**src/rtl/mem_port_arbiter_if.sv**
```systemverilog
// rtl/mem_port_arbiter_if.sv - requester and memory-port signal bundle for mem_port_arbiter
interface mem_port_arbiter_if #(
    parameter int ADDR_W = 64,
    parameter int DATA_W = 64
);
    localparam int MASK_W = DATA_W / 8;

    logic              r0_req_valid;
    logic              r0_req_ready;
    logic [ADDR_W-1:0] r0_req_addr;
    logic              r0_resp_valid;
    logic              r0_resp_ready;
    logic [DATA_W-1:0] r0_resp_rdata;

    logic              r1_req_valid;
    logic              r1_req_ready;
    logic [ADDR_W-1:0] r1_req_addr;
    logic              r1_req_wen;
    logic [DATA_W-1:0] r1_req_wdata;
    logic [MASK_W-1:0] r1_req_wmask;
    logic              r1_resp_valid;
    logic              r1_resp_ready;
    logic [DATA_W-1:0] r1_resp_rdata;
    logic              r1_resp_err;

    logic              mem_rd_en;
    logic [ADDR_W-1:0] mem_rd_addr;
    logic [DATA_W-1:0] mem_rd_data;
    logic              mem_we_en;
    logic [ADDR_W-1:0] mem_we_addr;
    logic [DATA_W-1:0] mem_we_data;
    logic [MASK_W-1:0] mem_we_mask;

    // Arbiter side.
    modport slave (
        input  r0_req_valid, r0_req_addr, r0_resp_ready,
        input  r1_req_valid, r1_req_addr, r1_req_wen, r1_req_wdata, r1_req_wmask, r1_resp_ready,
        input  mem_rd_data,
        output r0_req_ready, r0_resp_valid, r0_resp_rdata,
        output r1_req_ready, r1_resp_valid, r1_resp_rdata, r1_resp_err,
        output mem_rd_en, mem_rd_addr, mem_we_en, mem_we_addr, mem_we_data, mem_we_mask
    );

    // Requesters plus memory model side.
    modport master (
        output r0_req_valid, r0_req_addr, r0_resp_ready,
        output r1_req_valid, r1_req_addr, r1_req_wen, r1_req_wdata, r1_req_wmask, r1_resp_ready,
        output mem_rd_data,
        input  r0_req_ready, r0_resp_valid, r0_resp_rdata,
        input  r1_req_ready, r1_resp_valid, r1_resp_rdata, r1_resp_err,
        input  mem_rd_en, mem_rd_addr, mem_we_en, mem_we_addr, mem_we_data, mem_we_mask
    );
endinterface

```
**src/rtl/mem_port_arbiter.sv**
```systemverilog
// rtl/mem_port_arbiter.sv - round-robin arbiter sharing one memory port between fetch and load/store
module mem_port_arbiter #(
    parameter int ADDR_W = 64,
    parameter int DATA_W = 64
) (
    input  logic                clk,
    input  logic                rst,
    mem_port_arbiter_if.slave   bus
);
    localparam int MASK_W = DATA_W / 8;

    typedef enum logic [1:0] {
        IDLE   = 2'd0,
        ACCESS = 2'd1,
        RESP   = 2'd2
    } state_e;

    state_e            state_q;
    logic              last_grant_q;
    logic              grant_q;
    logic              wen_q;
    logic              err_q;
    logic [ADDR_W-1:0] addr_q;
    logic [DATA_W-1:0] wdata_q;
    logic [MASK_W-1:0] wmask_q;
    logic [DATA_W-1:0] rdata_q;

    logic gnt_valid;
    logic gnt_id;
    logic mask_legal;
    logic access_rd;
    logic access_wr;
    logic resp_r0;
    logic resp_r1;
    logic resp_taken;

    // On a tie the port that did not win last time is granted.
    always_comb begin
        gnt_valid = 1'b0;
        gnt_id    = 1'b0;
        if (state_q == IDLE && !rst) begin
            if (bus.r0_req_valid && bus.r1_req_valid) begin
                gnt_valid = 1'b1;
                gnt_id    = ~last_grant_q;
            end else if (bus.r0_req_valid) begin
                gnt_valid = 1'b1;
                gnt_id    = 1'b0;
            end else if (bus.r1_req_valid) begin
                gnt_valid = 1'b1;
                gnt_id    = 1'b1;
            end
        end
    end

    assign mask_legal = (wmask_q == MASK_W'(8'h01)) || (wmask_q == MASK_W'(8'h03)) ||
                        (wmask_q == MASK_W'(8'h0F)) || (wmask_q == MASK_W'(8'hFF));

    // Every output is qualified by !rst so a reset landing mid-access suppresses the write.
    assign access_rd  = (state_q == ACCESS) && !wen_q && !rst;
    assign access_wr  = (state_q == ACCESS) && wen_q && mask_legal && !rst;
    assign resp_r0    = (state_q == RESP) && !grant_q && !rst;
    assign resp_r1    = (state_q == RESP) && grant_q && !rst;
    assign resp_taken = grant_q ? bus.r1_resp_ready : bus.r0_resp_ready;

    always_ff @(posedge clk) begin
        if (rst) begin
            state_q      <= IDLE;
            last_grant_q <= 1'b1;
            grant_q      <= 1'b0;
            wen_q        <= 1'b0;
            err_q        <= 1'b0;
            addr_q       <= '0;
            wdata_q      <= '0;
            wmask_q      <= '0;
            rdata_q      <= '0;
        end else begin
            case (state_q)
                IDLE: begin
                    if (gnt_valid) begin
                        grant_q      <= gnt_id;
                        last_grant_q <= gnt_id;
                        addr_q       <= gnt_id ? bus.r1_req_addr : bus.r0_req_addr;
                        wen_q        <= gnt_id & bus.r1_req_wen;
                        wdata_q      <= gnt_id ? bus.r1_req_wdata : '0;
                        wmask_q      <= gnt_id ? bus.r1_req_wmask : '0;
                        state_q      <= ACCESS;
                    end
                end
                ACCESS: begin
                    rdata_q <= wen_q ? '0 : bus.mem_rd_data;
                    err_q   <= wen_q && !mask_legal;
                    state_q <= RESP;
                end
                RESP: begin
                    if (resp_taken) begin
                        state_q <= IDLE;
                    end
                end
                default: state_q <= IDLE;
            endcase
        end
    end

    assign bus.r0_req_ready  = gnt_valid && !gnt_id;
    assign bus.r1_req_ready  = gnt_valid && gnt_id;

    assign bus.r0_resp_valid = resp_r0;
    assign bus.r0_resp_rdata = resp_r0 ? rdata_q : '0;
    assign bus.r1_resp_valid = resp_r1;
    assign bus.r1_resp_rdata = resp_r1 ? rdata_q : '0;
    assign bus.r1_resp_err   = resp_r1 && err_q;

    assign bus.mem_rd_en     = access_rd;
    assign bus.mem_rd_addr   = access_rd ? addr_q : '0;
    assign bus.mem_we_en     = access_wr;
    assign bus.mem_we_addr   = access_wr ? addr_q : '0;
    assign bus.mem_we_data   = access_wr ? wdata_q : '0;
    assign bus.mem_we_mask   = access_wr ? wmask_q : '0;
endmodule

```
**src/flat_wrapper.sv**
```systemverilog
// flat-port wrapper written by rule: the top's interface ports become plain ports
module mem_port_arbiter_flat 
#(
    parameter int ADDR_W = 64,
    parameter int DATA_W = 64
)
  (clk, rst, bus_r0_req_valid, bus_r0_req_addr, bus_r0_resp_ready, bus_r1_req_valid, bus_r1_req_addr, bus_r1_req_wen, bus_r1_req_wdata, bus_r1_req_wmask, bus_r1_resp_ready, bus_mem_rd_data, bus_r0_req_ready, bus_r0_resp_valid, bus_r0_resp_rdata, bus_r1_req_ready, bus_r1_resp_valid, bus_r1_resp_rdata, bus_r1_resp_err, bus_mem_rd_en, bus_mem_rd_addr, bus_mem_we_en, bus_mem_we_addr, bus_mem_we_data, bus_mem_we_mask);
  mem_port_arbiter_if #(.ADDR_W(ADDR_W), .DATA_W(DATA_W)) bus_i ();
  input  logic clk;
  input  logic rst;
  input wire logic [$bits(bus_i.r0_req_valid)-1:0] bus_r0_req_valid;
  input wire logic [$bits(bus_i.r0_req_addr)-1:0] bus_r0_req_addr;
  input wire logic [$bits(bus_i.r0_resp_ready)-1:0] bus_r0_resp_ready;
  input wire logic [$bits(bus_i.r1_req_valid)-1:0] bus_r1_req_valid;
  input wire logic [$bits(bus_i.r1_req_addr)-1:0] bus_r1_req_addr;
  input wire logic [$bits(bus_i.r1_req_wen)-1:0] bus_r1_req_wen;
  input wire logic [$bits(bus_i.r1_req_wdata)-1:0] bus_r1_req_wdata;
  input wire logic [$bits(bus_i.r1_req_wmask)-1:0] bus_r1_req_wmask;
  input wire logic [$bits(bus_i.r1_resp_ready)-1:0] bus_r1_resp_ready;
  input wire logic [$bits(bus_i.mem_rd_data)-1:0] bus_mem_rd_data;
  output wire logic [$bits(bus_i.r0_req_ready)-1:0] bus_r0_req_ready;
  output wire logic [$bits(bus_i.r0_resp_valid)-1:0] bus_r0_resp_valid;
  output wire logic [$bits(bus_i.r0_resp_rdata)-1:0] bus_r0_resp_rdata;
  output wire logic [$bits(bus_i.r1_req_ready)-1:0] bus_r1_req_ready;
  output wire logic [$bits(bus_i.r1_resp_valid)-1:0] bus_r1_resp_valid;
  output wire logic [$bits(bus_i.r1_resp_rdata)-1:0] bus_r1_resp_rdata;
  output wire logic [$bits(bus_i.r1_resp_err)-1:0] bus_r1_resp_err;
  output wire logic [$bits(bus_i.mem_rd_en)-1:0] bus_mem_rd_en;
  output wire logic [$bits(bus_i.mem_rd_addr)-1:0] bus_mem_rd_addr;
  output wire logic [$bits(bus_i.mem_we_en)-1:0] bus_mem_we_en;
  output wire logic [$bits(bus_i.mem_we_addr)-1:0] bus_mem_we_addr;
  output wire logic [$bits(bus_i.mem_we_data)-1:0] bus_mem_we_data;
  output wire logic [$bits(bus_i.mem_we_mask)-1:0] bus_mem_we_mask;
  assign bus_i.r0_req_valid = bus_r0_req_valid;
  assign bus_i.r0_req_addr = bus_r0_req_addr;
  assign bus_i.r0_resp_ready = bus_r0_resp_ready;
  assign bus_i.r1_req_valid = bus_r1_req_valid;
  assign bus_i.r1_req_addr = bus_r1_req_addr;
  assign bus_i.r1_req_wen = bus_r1_req_wen;
  assign bus_i.r1_req_wdata = bus_r1_req_wdata;
  assign bus_i.r1_req_wmask = bus_r1_req_wmask;
  assign bus_i.r1_resp_ready = bus_r1_resp_ready;
  assign bus_i.mem_rd_data = bus_mem_rd_data;
  assign bus_r0_req_ready = bus_i.r0_req_ready;
  assign bus_r0_resp_valid = bus_i.r0_resp_valid;
  assign bus_r0_resp_rdata = bus_i.r0_resp_rdata;
  assign bus_r1_req_ready = bus_i.r1_req_ready;
  assign bus_r1_resp_valid = bus_i.r1_resp_valid;
  assign bus_r1_resp_rdata = bus_i.r1_resp_rdata;
  assign bus_r1_resp_err = bus_i.r1_resp_err;
  assign bus_mem_rd_en = bus_i.mem_rd_en;
  assign bus_mem_rd_addr = bus_i.mem_rd_addr;
  assign bus_mem_we_en = bus_i.mem_we_en;
  assign bus_mem_we_addr = bus_i.mem_we_addr;
  assign bus_mem_we_data = bus_i.mem_we_data;
  assign bus_mem_we_mask = bus_i.mem_we_mask;
  mem_port_arbiter #(.ADDR_W(ADDR_W), .DATA_W(DATA_W)) u_core (.clk(clk), .rst(rst), .bus(bus_i));
endmodule
```
**config.mk**
```make
export PLATFORM = sky130hd
export DESIGN_NAME = mem_port_arbiter_flat
export DESIGN_NICKNAME = d
export VERILOG_FILES = /design/src/rtl/mem_port_arbiter_if.sv /design/src/rtl/mem_port_arbiter.sv /design/src/flat_wrapper.sv
export SDC_FILE = /design/constraint.sdc
export NUM_CORES = 1
export LEC_CHECK = 0
export BUFFER_PORTS_ARGS = -buffer_cell sky130_fd_sc_hd__buf_2
export CAP_MARGIN = 15
export CORE_AREA = 2 2 238 240
export CTS_BUF_LIST = sky130_fd_sc_hd__clkbuf_8 sky130_fd_sc_hd__clkbuf_16
export DETAILED_ROUTE_END_ITERATION = 8
export DIE_AREA = 0 0 240 242
export GPL_TIMING_DRIVEN = 0
export HOLD_SLACK_MARGIN = 0.05
export PLACE_DENSITY_LB_ADDON = 0.3
export SYNTH_ARGS = -nofsm -noshare
export SYNTH_HDL_FRONTEND = slang
export SYNTH_SLANG_ARGS = --single-unit
```
**constraint.sdc**
```tcl
create_clock -name clk -period 3.9 [get_ports clk]
set_clock_uncertainty 0.1 [all_clocks]
set_input_delay 0.78 -clock clk [delete_from_list [all_inputs] [get_ports clk]]
set_output_delay 0.78 -clock clk [all_outputs]
set_load 0.01 [all_outputs]
```
==> results.yml, run 1 <==
setup_path:
  crit_family: "compound AO/OA/AOI/OAI gates"
  endpoint: "bus_mem_we_data[63]"
  critPathArrivalTime_ns: 2.96
  r2r-start: "u_core.state_q[1]$_SDFFE_PP0P_"
  max_stage_delay_ns: 0.61
  r2r_slack_ns: 1.40
  cp_num_cells: 5
  cp.required_ns: 3.02
  cp-start-kind: "flip-flop"
  critical-path-slowest-cell: "o211ai_4"
  reg2reg_to: "u_core.wdata_q[4]$_SDFFE_PP0P_"
  worstSetupPathType: "reg -> out"
  cp_cell_sequence: "and3_1 > o211ai_4 > clkbuf_1 > a21oi_1 > buf_2"
  crit_start: "u_core.wmask_q[3]$_SDFFE_PP0P_"
  path_buf_inv: 2
  end_kind: "output pin"
  reg2reg_depth: 6
  worstPathMaxFanout: 11
synth:
  synth_top_area_share_pct: 37.9
  synth.area.top_cells: "dfxtp_1, a21oi_1, and3_1"
  syn_nets: 1694
  syn-cell-area_sq_um: 10900
  synth-seq-cells: 206
  ys_types: 37
  yosys.area.top_type: "dfxtp_1"
  netlist_instances: 1423
  syn_avg_cell_area_sq_um: 7.66
  ys_seq_area_share_pct: 37.9
  yosysWarnings: 0
timing:
  relSlewSlack_pct: 31.9
  min_period_over_period_pct: 98.5
  finalHoldViolations: 0
  fin_tns_setup_ns: 0
  rsz0062_at_grt: "false"
  fin_hold_ws_ns: 0.348
  report.final.setup_viol: 0
  worstMarginPinSlew_ns: 1.02
  period_minus_slack_ns: 3.84
  fmax_mhz: 260
  setup_ws_ns: 0.0599
  slew_viol_final: 0
clock_network:
  post_cts_buffers: 0
  numCtsBuffers: 26
  insertion_delay_ns: 0.56
  cts_tree: "done"
  cts_buffer_depth: 3
  root_buffer: "clkbuf_16"
  cts_sinks: 206
  h-tree-depth: 1
  path_clk_slew_ns: 0.06
  hold_buffers: 0
cells_and_area:
  fin_nets: 2327
  n_fill_cell: 6227
  area_delta_synth_final_pct: 45.0
  layout_common_cells: "buf_2, a21oi_1, dfxtp_1"
  regArea_sq_um: 4120
  multi_input_area_sq_um: 5780
  drive_gt1_share_pct: 34.2
  final_common_cell: "buf_2"
drt:
  final_antenna_net_count: 0
  viasPerCell: 4.77
  met2WireLength_mm: 29.4
  vias: 13600
  highest_layer: "met5"
  wl_met3_mm: 4.65
  drc: 0
  wl_per_cell_microns: 21.9
  drt-total-wl_mm: 62.3
  dr.pass1.iters: 5
  met1_length_mm: 26.2
  initialDrtViolationCount: 786
global_route:
  grt_pass1_wl_mm: 88.4
  antenna_found_initial: 14
  grt_usage_pct: 20.3
  grt-ovfl-total: 0
  grt_max_degree: 14
  grt_pass1_vias: 13300
die:
  ios: 606
  start_util_pct: 19.5
  dieArea_sq_um: 58100
  die_x_microns: 240
  rows: 87
  dieHeight_microns: 242
  fp.coreArea_sq_um: 55700
placed_design:
  place_congestion: 0.922
  port_buffers: 604
  place_ws_ns: 0.119
  dpl.hpwl_mm: 49.7
pwr:
  power_density_nw_per_um2: 362
  max-vdd-ir-drop_v: 0.000251
  p_leak_nw: 7.35
min_path:
  hp-class: "in -> reg"
  whs_path_depth: 2
job:
  drv_cap: 0
status:
  status: "completed"
kinds of logic (layout without fill, tap and decap cells):
| family | after synthesis | count (layout) | share of synthesized area [%] |
|---|---|---|---|
| and+or+nand+nor | 553 | 553 | 28.7 |
| buffers and inverters | 244 | 897 | 9.37 |
| other | 0 | 9 | 0 |
| muxes | 1 | 1 | 0.0919 |
| DFF | 206 | 206 | 37.9 |
| AOI/OAI and AO/OA | 419 | 419 | 24.0 |
layer usage:
metal  track usage [%]  up-vias
li1                  -     6353
met1              25.3     6518
met2              34.1      575
met3              4.65       99
met4              7.22       12
met5                 0        -
cells in the mapped netlist, drive strengths merged:
cell / count
a211oi: 68
inv: 69
a31o: 1
and4bb: 1
nor3b: 2
mux2i: 1
nand2b: 2
nor4: 34
o211ai: 2
or3: 1
nor3: 2
a21oi: 206
and3: 132
nor2: 7
nand3b: 65
o31a: 1
and2: 96
a21o: 1
clkbuf: 116
o21ai: 74
buf: 59
a221o: 64
dfxtp: 206
a22oi: 1
a21boi: 1
nand2: 132
nor2b: 2
and4: 1
nand3: 76
power by group:
part / leakage (nW) / total, mW / switching (mW) / internal, mW
Clock: 0.459 / 2.47 / 1.01 / 1.46
Combinational: 5.21 / 0.887 / 0.565 / 0.322
Sequential: 1.68 / 2.37 / 0.118 / 2.25
worst min path at each step:
| stage | from | endpoint |
|---|---|---|
| floorplan | u_core.rdata_q[13]$_SDFFE_PP0N_ | u_core.rdata_q[13]$_SDFFE_PP0N_ |
| global route | bus_r0_req_addr[33] | u_core.addr_q[33]$_SDFFE_PP0P_ |
| CTS | bus_r0_req_addr[50] | u_core.addr_q[50]$_SDFFE_PP0P_ |
| global placement | u_core.rdata_q[55]$_SDFFE_PP0N_ | u_core.rdata_q[55]$_SDFFE_PP0N_ |
| finish | bus_r0_req_addr[21] | u_core.addr_q[21]$_SDFFE_PP0P_ |
| detailed placement | u_core.rdata_q[23]$_SDFFE_PP0N_ | u_core.rdata_q[23]$_SDFFE_PP0N_ |
sequential cells by signal (all words and copies together), names as in the netlist:
| name | flops |
|---|---|
| u_core.state_q | 2 |
| u_core.wdata_q | 64 |
| u_core.grant_q | 1 |
| u_core.last_grant_q | 1 |
| u_core.wen_q | 1 |
| u_core.rdata_q | 64 |
| u_core.err_q | 1 |
| u_core.addr_q | 64 |
| u_core.wmask_q | 8 |
metrics by stage:
| step | power [mW] | util [%] | std cells | cell area, sq um |
|---|---|---|---|---|
| 2_1_floorplan | 2.83 | - | 1423 | 10900 |
| 3_3_place_gp | 3.28 | 26.7 | 2783 | 14900 |
| 3_5_place_dp | 3.29 | 26.7 | 2784 | 14900 |
| 4_1_cts | 5.78 | 28.3 | 2832 | 15800 |
| 5_1_grt | 5.96 | 28.3 | 2835 | 15800 |
| 6_report | 5.72 | 28.3 | 2841 | 15800 |
what timing repair did:
action | 4_1_cts | 5_1_grt
resized for setup | 5 | 0
endpoints found under the setup margin | 78 | 0
endpoints found under the hold margin | 0 | 0
worst reg2reg max path, stage by stage, from the launching register on:
cell and delay [ns]:
dfxtp_1 0.40, nor3_2 0.61, buf_2 0.40, buf_2 0.45, buf_6 0.22, nand3_1 0.08, a21oi_1 0.15
layout make-up:
| type | instances | share of cell area (%) |
|---|---|---|
| clock inverter | 16 | 0.864 |
| clock buffer | 32 | 4.64 |
| tap | 756 | 5.99 |
| buffer | 175 | 4.84 |
| multi-input combinational | 973 | 36.6 |
| antenna | 9 | 0.143 |
| sequential | 206 | 26.1 |
| timing repair buffer | 605 | 19.2 |
| inverter | 69 | 1.64 |
(Power assumes the default switching activity.)
==> run 2: changes to the inputs <==
==> constraint.sdc (replaced) <==
create_clock -name clk -period 3.34 [get_ports clk]
set_clock_uncertainty 0.1 [all_clocks]
set_input_delay 0.668 -clock clk [delete_from_list [all_inputs] [get_ports clk]]
set_output_delay 0.668 -clock clk [all_outputs]
set_load 0.01 [all_outputs]
==> run 2 against run 1 <==
Effect of this change:
- global-route usage rose by 0.063 points
- critical path depth rose by 1
- setup slack got worse by 0.027 ns
- via count rose by 0.43%
- non-clock buffer count rose by 8
- core utilization rose by 0.33 points
- clock-buffer cell count did not move
- design area rose by 1.2%
- wire length rose by 0.44%
- highest routed layer unchanged
==> results.yml, run 2 (synthesis results as in run 1) <==
die:
  dieHeight_microns: 242
  rows: 87
  die_x_microns: 240
  fp.coreArea_sq_um: 55700
  start_util_pct: 19.5
  dieArea_sq_um: 58100
  ios: 606
global_route:
  grt_pass1_vias: 13300
  grt.met2_usage_pct: 34.4
  grt-ovfl-total: 0
  antenna_found_initial: 14
  grt_most_used_layer: "met2"
  grt_pass1_wl_mm: 88.7
  gr-usage-met1_pct: 25.2
  grt.met3_usage_pct: 4.72
  grt_max_degree: 14
  grt_usage_pct: 20.4
cells_and_area:
  n_fill_cell: 6204
  drive_gt1_share_pct: 36.1
  post-route-cell-area_sq_um: 16000
  multi_input_area_sq_um: 5860
  reg_top3: "u_core.addr_q x64, u_core.rdata_q x64, u_core.wdata_q x64"
  regArea_sq_um: 4130
  area_delta_synth_final_pct: 46.7
  final_common_cell: "buf_2"
  layout_common_cells: "buf_2, dfxtp_1, a21oi_1"
  fin_nets: 2335
setup_path:
  reg2reg_to: "u_core.addr_q[57]$_SDFFE_PP0P_"
  reg2reg_depth: 4
  critPathArrivalTime_ns: 2.54
  cp.required_ns: 2.57
  cp-start-kind: "flip-flop"
  end_kind: "output pin"
  worstPathMaxFanout: 10
  r2r_slack_ns: 1.14
  r2r-start: "u_core.state_q[0]$_SDFFE_PP0P_"
  worstSetupPathType: "reg -> out"
pwr:
  power_mw: 6.69
  internal_power_mw: 4.72
  p_switching_mw: 1.98
  p_leak_nw: 7.44
  switching_share_pct: 29.5
  power_density_nw_per_um2: 419
  power_frac_comb_pct: 15.7
  max-vdd-ir-drop_v: 0.000292
  seqPwrFrac_pct: 41.4
  clockPowerShare_pct: 43.0
clock_network:
  numCtsBuffers: 26
  root_buffer: "clkbuf_16"
  insertion_delay_ns: 0.56
  cts_tree: "done"
  cts_sinks: 206
  path_clk_slew_ns: 0.06
  cts_buffer_depth: 3
  h-tree-depth: 1
placed_design:
  place_area_sq_um: 14900
  place_congestion: 0.922
  place_ws_ns: -0.217
  port_buffers: 604
  dpl.hpwl_mm: 49.7
drt:
  drc: 0
  wl_per_cell_microns: 22.0
  vias: 13600
  drt-total-wl_mm: 62.6
  final_antenna_net_count: 0
  dr.pass1.iters: 5
  viasPerCell: 4.79
  initialDrtViolationCount: 733
timing:
  report.final.setup_viol: 0
  min_period_over_period_pct: 99.0
  finalHoldViolations: 0
  relSlewSlack_pct: 35.4
  fin_tns_setup_ns: 0
  slew_viol_final: 0
  rsz0062_at_grt: "true"
  period_minus_slack_ns: 3.31
  fin_hold_ws_ns: 0.234
  worstMarginPinSlew_ns: 0.968
  setup_ws_ns: 0.0329
  fmax_mhz: 302
min_path:
  whs_path_depth: 2
  hp-class: "in -> reg"
  hold_end: "u_core.addr_q[35]$_SDFFE_PP0P_"
  worstHoldStart: "bus_r0_req_addr[35]"
status:
  status: "completed"
job:
  drv_cap: 0
[run 2: cell count changes in the layout (fill, tap and decap cells not counted), sizes merged]
cell    before  now
buf        664  674
clkbuf     148  146
diode        9    4
[run 2: metrics by stage]
stage	utilization, %	std cells
final	28.7	2844
after global placement	26.7	2783
after CTS	28.6	2840
after detailed placement	26.7	2784
after floorplan	-	1423
after global routing	28.7	2843
[run 2: how the worst max path moves through the flow]
stage / slack (ns) / end / start / depth (start not counted)
global route: -0.02 / bus_mem_we_data[31] / u_core.wmask_q[7]$_SDFFE_PP0P_ / 6
CTS: 0.005 / bus_mem_we_data[29] / u_core.wmask_q[7]$_SDFFE_PP0P_ / 6
global placement: -0.22 / bus_mem_rd_addr[62] / rst / 5
detailed placement: -0.22 / bus_mem_we_addr[51] / rst / 6
finish: 0.03 / bus_mem_we_addr[51] / u_core.wmask_q[4]$_SDFFE_PP0P_ / 6
floorplan: 0.81 / bus_mem_we_addr[10] / rst / 6
[run 2: routing by layer]
| layer | vias up | wire length, microns |
|---|---|---|
| li1 | 6364 | - |
| met5 | - | 103 |
| met3 | 105 | 5110 |
| met1 | 6516 | 25800 |
| met2 | 614 | 29600 |
| met4 | 16 | 2030 |
[run 2: worst max-delay path, stage by stage, from the launching register on]
cell      delay [ns]
dfxtp_1         0.42
and4_2          0.32
nand3_4         0.14
buf_4           0.21
clkbuf_1        0.29
a211oi_2        0.40
buf_2           0.20
[run 2: layout make-up]
cell class,instances,area share (%)
antenna,4,0.0627
buffer,175,5.00
clock buffer,32,4.59
clock inverter,16,0.854
inverter,69,1.62
multi-input combinational,973,36.7
sequential,206,25.8
tap,756,5.92
timing repair buffer,613,19.4
[run 2: power groups by stage]
stage               Combinational, mW  Sequential [mW]  Clock (mW)
finish                           1.05             2.77        2.88
floorplan                       0.555             2.75           0
global route                     1.15             2.78        3.04
CTS                              1.05             2.76        2.95
global placement                 1.02             2.81           0
detailed placement               1.03             2.81           0
[run 2: what timing repair did]
action | 4_1_cts | 5_1_grt
setup endpoints to repair | 196 | 117
resized for setup | 32 | 23
buffers inserted | 8 | 0
pin swaps | 2 | 1
hold buffers | 0 | 0
==> run 3: changes to the inputs <==
--- a/config.mk
+++ b/config.mk
@@ -9,6 +9,7 @@
 export CAP_MARGIN = 15
 export CORE_AREA = 2 2 238 240
 export CTS_BUF_LIST = sky130_fd_sc_hd__clkbuf_8 sky130_fd_sc_hd__clkbuf_16
+export CTS_CLUSTER_DIAMETER = 60
 export DETAILED_ROUTE_END_ITERATION = 8
 export DIE_AREA = 0 0 240 242
 export GPL_TIMING_DRIVEN = 0
==> constraint.sdc (replaced) <==
create_clock -name clk -period 4 [get_ports clk]
set_clock_uncertainty 0.1 [all_clocks]
set_input_delay 0.8 -clock clk [delete_from_list [all_inputs] [get_ports clk]]
set_output_delay 0.8 -clock clk [all_outputs]
set_load 0.01 [all_outputs]
==> run 3 against run 2 <==
Effect of this change:
- global-route usage about the same
- critical path depth down 1
- clock power down 8.0%
- total power down 13%
- core utilization down 0.14 points
- setup slack better by 0.11 ns
- combinational power down 18%
- clock-buffer cell count up 4
- worst hold slack better by 0.11 ns
- sequential share of layout area up 0.11 points
==> results.yml, run 3 (synthesis results as in run 1) <==
status:
  status: "completed"
drt:
  dr.pass1.iters: 5
  initialDrtViolationCount: 770
  wl_per_cell_microns: 22.0
  viasPerCell: 4.76
  drc: 0
  final_antenna_net_count: 0
  vias: 13600
  drt-total-wl_mm: 62.7
die:
  dieArea_sq_um: 58100
  dieHeight_microns: 242
  die_x_microns: 240
  start_util_pct: 19.5
  fp.coreArea_sq_um: 55700
  rows: 87
  ios: 606
clock_network:
  path_clk_slew_ns: 0.06
  cts_tree: "done"
  h-tree-depth: 1
  post_cts_buffers: 0
  insertion_delay_ns: 0.58
  cts_buffer_depth: 3
  root_buffer: "clkbuf_16"
  cts_sinks: 206
  numCtsBuffers: 30
timing:
  worstMarginPinSlew_ns: 1.01
  fin_tns_setup_ns: 0
  fmax_mhz: 259
  relSlewSlack_pct: 32.5
  period_minus_slack_ns: 3.86
  report.final.setup_viol: 0
  finalHoldViolations: 0
  min_period_over_period_pct: 96.5
  slew_viol_final: 0
  setup_ws_ns: 0.141
  rsz0062_at_grt: "false"
global_route:
  grt_pass1_wl_mm: 88.6
  grt_usage_pct: 20.4
  grt-ovfl-total: 0
  grt_max_degree: 16
  antenna_found_initial: 14
  grt_pass1_vias: 13200
cells_and_area:
  fin_nets: 2331
  multi_input_area_sq_um: 5770
  post-route-cell-area_sq_um: 15900
  layout_common_cells: "buf_2, a21oi_1, dfxtp_1"
  final_common_cell: "buf_2"
  drive_gt1_share_pct: 34.6
  reg_top3: "u_core.addr_q x64, u_core.rdata_q x64, u_core.wdata_q x64"
  n_fill_cell: 6225
  final_cell_count_no_fill: 2844
  area_delta_synth_final_pct: 45.9
  regArea_sq_um: 4120
pwr:
  power_frac_comb_pct: 14.8
  internal_power_mw: 4.07
  max-vdd-ir-drop_v: 0.000281
  p_switching_mw: 1.76
  seqPwrFrac_pct: 39.6
  power_density_nw_per_um2: 367
  clockPowerShare_pct: 45.5
  p_leak_nw: 7.41
  switching_share_pct: 30.2
min_path:
  hold_end: "u_core.addr_q[21]$_SDFFE_PP0P_"
  worstHoldStart: "bus_r0_req_addr[21]"
  hp-class: "in -> reg"
  whs_path_depth: 2
setup_path:
  end_kind: "output pin"
  reg2reg_to: "u_core.wdata_q[12]$_SDFFE_PP0P_"
  r2r-start: "u_core.state_q[1]$_SDFFE_PP0P_"
  worstPathMaxFanout: 10
  crit_start: "u_core.wen_q$_SDFFE_PP0P_"
  r2r_slack_ns: 1.46
  critPathArrivalTime_ns: 2.96
  cp.required_ns: 3.10
  worstSetupPathType: "reg -> out"
  cp-start-kind: "flip-flop"
  reg2reg_depth: 6
placed_design:
  place_congestion: 0.922
  place_area_sq_um: 14900
  dpl.hpwl_mm: 49.7
  placed_cells: 2784
  port_buffers: 604
  place_ws_ns: 0.179
job:
  drv_cap: 0
==> run 3: changes by cell type in the layout (fill, tap and decap cells not counted), sizes merged <==
cell and change:
inv +5, clkbuf +7, bufinv -1, diode +1, buf -11, clkinvlp -1
==> run 3: worst max path at each step <==
stage	depth (start not counted)	to	slack, ns
floorplan	6	bus_mem_we_addr[10]	1.21
global placement	5	bus_mem_rd_addr[62]	0.18
detailed placement	6	bus_mem_we_addr[51]	0.18
CTS	5	bus_mem_we_addr[51]	0.03
global route	5	bus_mem_we_addr[51]	0.02
finish	5	bus_mem_we_addr[51]	0.14
==> run 3: area by class of cell <==
type / count / area share, %
clock buffers: 36 / 5.24
diodes: 5 / 0.0787
plain buffers: 175 / 4.81
inverters: 69 / 1.63
repair buffers: 605 / 19.1
well taps: 756 / 5.95
multi-input cells: 973 / 36.3
flip-flops and latches: 206 / 25.9
clock inverters: 19 / 0.992
==> run 3: power by group through the flow <==
stage	logic, mW	clock network (mW)	registers [mW]
after global placement	0.852	0	2.34
after global routing	0.946	2.81	2.32
after CTS	0.868	2.72	2.30
after floorplan	0.464	0	2.30
final	0.865	2.65	2.31
after detailed placement	0.863	0	2.35
==> run 3: metal layers <==
layer | track usage, % | up-vias | part of all wire [%] | wire length (microns)
li1 | - | 6360 | - | -
met1 | 25.4 | 6459 | 41 | 25900
met2 | 34.0 | 619 | 47 | 29600
met3 | 4.85 | 97 | 8.3 | 5210
met4 | 7.20 | 16 | 3.0 | 1850
met5 | 0 | - | 0.16 | 103
==> run 3: metrics by stage <==
step / hold WS (ns) / util (%) / total power, mW
6_report: 0.349 / 28.5 / 5.83
5_1_grt: 0.333 / 28.5 / 6.08
4_1_cts: 0.319 / 28.5 / 5.89
3_5_place_dp: 0.355 / 26.7 / 3.21
3_3_place_gp: 0.350 / 26.7 / 3.20
2_1_floorplan: 0.336 / - / 2.76
==> run 3: worst max-delay path: stages (launching register included) <==
cell	delay (ns)
dfxtp_1	0.34
buf_2	0.42
nand3_2	0.43
clkbuf_1	0.43
a211oi_1	0.52
buf_2	0.23
==> run 3: repair_timing <==
action / 4_1_cts / 5_1_grt
resized for setup: 3 / 1
endpoints found under the setup margin: 21 / 1
pin swaps: 0 / 0
hold buffers: 0 / 0
